==> config.mk <==
export PLATFORM = sky130hd
export DESIGN_NAME = i4003_loader
export DESIGN_NICKNAME = d
export VERILOG_FILES = /design/src/rtl/i4003_loader.sv
export SDC_FILE = /design/constraint.sdc
export NUM_CORES = 1
export LEC_CHECK = 0
export ABC_AREA = 1
export BUFFER_PORTS_ARGS = -buffer_cell sky130_fd_sc_hd__buf_4
export CORE_MARGIN = 3
export CORE_UTILIZATION = 45
export CTS_CLUSTER_DIAMETER = 60
export CTS_CLUSTER_SIZE = 10
export DETAILED_ROUTE_END_ITERATION = 16
export GPL_TIMING_DRIVEN = 0
export PLACE_DENSITY = 0.76
export SKIP_CTS_REPAIR_TIMING = 1
export SLEW_MARGIN = 10
export SYNTH_ARGS = -nofsm -noshare
export SYNTH_HDL_FRONTEND = slang
export SYNTH_SLANG_ARGS = --single-unit
==> constraint.sdc <==
create_clock -name sysclk -period 4.3 [get_ports sysclk]
set_input_delay 0 -clock sysclk [delete_from_list [all_inputs] [get_ports sysclk]]
set_output_delay 0 -clock sysclk [all_outputs]
set_load 0.1 [all_outputs]
==> src/rtl/i4003_loader.sv <==
// i4003_loader
//   Serially loads a parallel word into a chain of cascaded i4003 shift
//   registers. A host hands over a word with a valid/ready handshake; the
//   block shifts it out with fixed cp low/high widths and pulses done when
//   the chain holds the whole word.
//
// Ports
//   sysclk      system clock, rising edge
//   reset_n     asynchronous active-low reset
//   load_valid  host offers load_word
//   load_word   word to shift out (WIDTH bits)
//   load_ready  block accepts a word this cycle
//   busy        shift sequence in progress
//   done        one-cycle pulse at the end of a load
//   sr_data     serial data to i4003 serial_in
//   sr_cp       shift clock to i4003 cp (chain samples on its rising edge)
//   sr_enable   i4003 output enable
//
// state   | meaning
// --------+-----------------------------------------------------------
// IDLE    | waiting for load_valid; load_ready high
// LOW     | sr_cp low, current bit stable on sr_data
// HIGH    | sr_cp high, chain samples the bit on entry
// LATCH   | all bits shifted; done pulse, outputs re-enabled
module i4003_loader #(
  parameter int WIDTH       = 10,
  parameter int LOW_CYCLES  = 2,
  parameter int HIGH_CYCLES = 2,
  parameter int LSB_FIRST   = 0,
  parameter int BLANK       = 1
) (
  input  logic             sysclk,
  input  logic             reset_n,
  input  logic             load_valid,
  input  logic [WIDTH-1:0] load_word,
  output logic             load_ready,
  output logic             busy,
  output logic             done,
  output logic             sr_data,
  output logic             sr_cp,
  output logic             sr_enable
);

  localparam logic [1:0] S_IDLE  = 2'd0;
  localparam logic [1:0] S_LOW   = 2'd1;
  localparam logic [1:0] S_HIGH  = 2'd2;
  localparam logic [1:0] S_LATCH = 2'd3;

  localparam int BW   = $clog2(WIDTH + 1);
  localparam int MAXC = (LOW_CYCLES > HIGH_CYCLES) ? LOW_CYCLES : HIGH_CYCLES;
  localparam int PW   = $clog2(MAXC + 1);

  localparam logic [BW-1:0] WIDTH_C = BW'(WIDTH);
  localparam logic [PW-1:0] LOW_LD  = PW'(LOW_CYCLES - 1);
  localparam logic [PW-1:0] HIGH_LD = PW'(HIGH_CYCLES - 1);

  logic [1:0]       state;
  logic [BW-1:0]    bit_cnt;
  logic [PW-1:0]    phase;
  logic [WIDTH-1:0] shreg;
  logic [WIDTH-1:0] shifted;

  // The bit currently on sr_data always sits at the outgoing end of shreg.
  function automatic logic first_bit(input logic [WIDTH-1:0] w);
    return (LSB_FIRST != 0) ? w[0] : w[WIDTH-1];
  endfunction

  assign shifted = (LSB_FIRST != 0) ? (shreg >> 1) : (shreg << 1);

  always_ff @(posedge sysclk or negedge reset_n) begin
    if (!reset_n) begin
      state      <= S_IDLE;
      bit_cnt    <= '0;
      phase      <= '0;
      shreg      <= '0;
      load_ready <= 1'b0;
      busy       <= 1'b0;
      done       <= 1'b0;
      sr_data    <= 1'b0;
      sr_cp      <= 1'b0;
      sr_enable  <= 1'b0;
    end else begin
      done <= 1'b0;
      case (state)
        S_IDLE: begin
          load_ready <= 1'b1;
          busy       <= 1'b0;
          sr_cp      <= 1'b0;
          if (BLANK == 0) sr_enable <= 1'b1;
          if (load_valid && load_ready) begin
            shreg      <= load_word;
            sr_data    <= first_bit(load_word);
            bit_cnt    <= '0;
            phase      <= LOW_LD;
            state      <= S_LOW;
            load_ready <= 1'b0;
            busy       <= 1'b1;
            if (BLANK != 0) sr_enable <= 1'b0;
          end
        end
        S_LOW: begin
          if (phase == '0) begin
            phase <= HIGH_LD;
            sr_cp <= 1'b1;
            state <= S_HIGH;
          end else begin
            phase <= phase - 1'b1;
          end
        end
        S_HIGH: begin
          if (phase == '0) begin
            bit_cnt <= bit_cnt + 1'b1;
            sr_cp   <= 1'b0;
            if (bit_cnt + 1'b1 == WIDTH_C) begin
              state     <= S_LATCH;
              done      <= 1'b1;
              sr_enable <= 1'b1;
            end else begin
              // Next bit goes out on the cp falling edge, giving a full low
              // phase of setup before the next rise.
              shreg   <= shifted;
              sr_data <= first_bit(shifted);
              phase   <= LOW_LD;
              state   <= S_LOW;
            end
          end else begin
            phase <= phase - 1'b1;
          end
        end
        S_LATCH: begin
          state      <= S_IDLE;
          busy       <= 1'b0;
          load_ready <= 1'b1;
        end
        default: state <= S_IDLE;
      endcase
    end
  end

endmodule

==> results by group <==
Placement
  • Pre-CTS WS: approximately 2.7 ns
  • PortBufs: 18
  • GPL Wtd Cong: around 0.76
  • Placed cell count: 207
  • DP HPWL: between 1500 and 2000 um

Clock network
  • Clk Latency, worst-skew pair: approximately 0.31 ns
  • CTS sink count: 23
  • Htree depth: 1
  • CTS tree: yes
  • CTS root buf: clkbuf_4
  • CTS Buf Count: 3
  • Clock Tree Buf Depth: 2
  • Clock slew at reported path FFs: ~0.13 ns

Critical path
  • R2r endpoint: shreg[0]
  • Family with the most delay on the worst path: simple AND/OR/NAND/NOR gates
  • R2R Path Start: state[0]
  • Crit-path cells: inv_1, ha_1, nand2_2, nand2_2, nor2_4, nand2_2, nand2_1, nand2_1
  • R2R cell count: 8
  • CP peak stage delay: 0.42 ns
  • Sum of buffers and inverters on the critical path: 1
  • Worst EP required: between 4 and 5 ns
  • Setup slack, reg-to-reg: 2.66 ns
  • Worst-path fanout max: 10
  • Most Frequent Cell on Critical Path: nand2_2
  • Startpoint types: flop
  • Crit path DAT: between 1.5 and 2 ns
  • Crit end category: flop
  • WP depth: 8
  • Critical path class: flop to flop
  • Slowest stage cell, crit path: dfrtp_1

Synth
  • Post-synth EDFFs: 0
  • Syn Nets: about 180
  • Synthesized cell area: 1230 um^2
  • Top_reg_cell synth: dfrtp_1
  • Unique masters post-synth: 20
  • Synth top cells by count: nand2_1 (69), dfrtp_1 (23), nand3_1 (17), inv_1 (13)
  • Cells after synthesis: approximately 160
  • Post-synthesis average cell area: between 7 and 8 um^2
  • Synth Warn #: 0
  • Synth area leaders: dfrtp_1 (47%), nand2_1 (21%), nand3_1 (6.9%)
  • Share of the synthesized area in the top cell type: 0.4680
  • Cell with the most instances after synthesis: nand2_1
  • Seq/Total Area, Yosys: 0.4680
  • Flops & latches, synth: 23
  • Post-synth top area cell: dfrtp_1
  • FFs w/ async S/R, synth: 1.000

STA
  • Rel. slew slack: 0.7984
  • Final Cycle Share: 0.3809
  • Final min period: ~1.6 ns
  • Fin Setup TNS: 0 ns
  • RSZ-0062 raised after global routing: false
  • Worst-case clock skew: ~0.0040 ns
  • Slew @ Worst Pin: slightly above 0.3 ns
  • Final Worst Setup Slack: between 2 and 3 ns
  • Final number of setup-violating endpoints: 0
  • Fin. max-slew vios: 0
  • Hold violation count in the final report: 0
  • Fmax: between 600 and 700 MHz

Hold path
  • Worst hold path endpoint: sr_data
  • Hold depth: 5
  • Worst Hold Class: primary input to flop
  • Min-delay src: load_word[9]

Detailed routing
  • Drt first-iter violations: 27
  • Vias: between 1000 and 1500
  • Drt via density: 4.995
  • Drt total wl: 2409 um
  • WL/cell: 11.31 um
  • Pre-antenna DRT Iters: 4
  • DRC violations left: 0
  • Final ANT Viol Nets: 0

Cells and area
  • # diodes: 0
  • Final Net Count: between 200 and 250
  • Fin util: 0.5698
  • Layout cells sized above 1: 0.1858
  • Synth-to-Final Area Change: 17.90%
  • Finished Layout Cells: between 200 and 250

Outcome
  • Status: complete, no violations

Floorplanning
  • Die area: about 3400 um^2
  • Site Rows: 18
  • Width of the die: around 60 um
  • Core box area: between 2000 and 3000 um^2
  • Die height: slightly below 60 um
  • I/O pins: 19
  • Initial Util: 0.4833

Pwr
  • Power consumption: 623.9 uW
  • Maximum vdd ir drop: between 0.2 and 0.3 mV
  • Power per cell area: between 400 and 500 nW/um^2
  • LEAKAGE: ~0.0008 uW

GRT
  • Initial antenna violation count: 0
  • First-pass GRT wire length: between 4000 and 5000 um
  • GRT Util Overall: 0.1595
  • Number of global-route vias before repair: between 1000 and 1500
  • Pin count of the biggest net entering global routing: 24
  • Grt ovf: 0

Flow run
  • Maxcap violations: 0
## layout by cell type (no fill, tap or decap)
master	instances
inv_2	1
mux2i_1	1
buf_6	2
clkbuf_4	3
inv_1	13
dlygate4sd3_1	2
buf_2	2
nand3_1	17
nor2_2	1
ha_1	6
nand3b_1	1
nor3_1	2
and2_1	1
dfrtp_1	23
nand2_2	5
o21ai_0	4
a21oi_1	1
nor2_1	6
buf_4	18
a21o_1	1
nand2_1	69
o22ai_1	2
clkinv_2	1
nor2_4	1
## stage by stage
| step | cell area (um^2) | hold WS (ns) |
|---|---|---|
| 3_5_place_dp | 1403 | -0.08576 |
| 6_report | 1450 | 0.002769 |
| 5_1_grt | 1450 | 0.02201 |
| 2_1_floorplan | 1230 | -0.2956 |
| 4_1_cts | 1430 | -0.4409 |
| 3_3_place_gp | 1403 | -0.09196 |
## where the power goes
part           internal, uW  leakage [uW]  total [uW]  switching, uW
logic                  81.8      0.000506         258            176
registers               248      0.000291         266           18.3
clock network          34.7     0.0000177        99.2           64.5
## per-layer routing
metal	GRT usage	vias to the layer above	wire, um
met3	0.02004	4	54
met4	0.07285	0	31
met2	0.2807	12	1248
met1	0.1915	505	1074
li1	-	543	-
met5	0	-	0
## cell families after synthesis
kind of cell    Yosys count  synth area share
compound gates            8           0.03662
fa+ha+maj                 6           0.06104
buf+inv                  18           0.06917
flops                    23            0.4680
mux                       1          0.008139
simple gates            103            0.3571
## worst reg2reg max path, cell delays in order (launching register included)
cell and delay, ns:
dfrtp_1 0.42, inv_1 0.10, ha_1 0.27, nand2_2 0.12, nand2_2 0.07, nor2_4 0.22, nand2_2 0.20, nand2_1 0.10
nand2_1 0.05
## worst max-delay path by stage
| stage | endpoint | start |
|---|---|---|
| finish | shreg[0] | state[0] |
| global placement | shreg[2] | state[0] |
| global route | sr_data | state[0] |
| floorplan | sr_data | load_ready |
| CTS | shreg[2] | state[0] |
| detailed placement | shreg[2] | state[0] |
## registers in the layout, summed over array words and instances, names as in the netlist
register	flops
sr_cp	1
shreg	9
busy	1
sr_data	1
done	1
load_ready	1
sr_enable	1
state	2
bit_cnt	4
phase	2
## area by class of cell
type / count / area, um^2
timing repair buffer: 20 / 155.1
sequential: 23 / 575.6
clock inverter: 1 / 5.005
clock buffer: 3 / 22.52
tap: 30 / 37.54
multi-input combinational: 118 / 569.3
buffer: 4 / 32.53
fill: 231 / 1095
inverter: 14 / 52.55
Note: power is estimated with default switching activity, not from simulation.
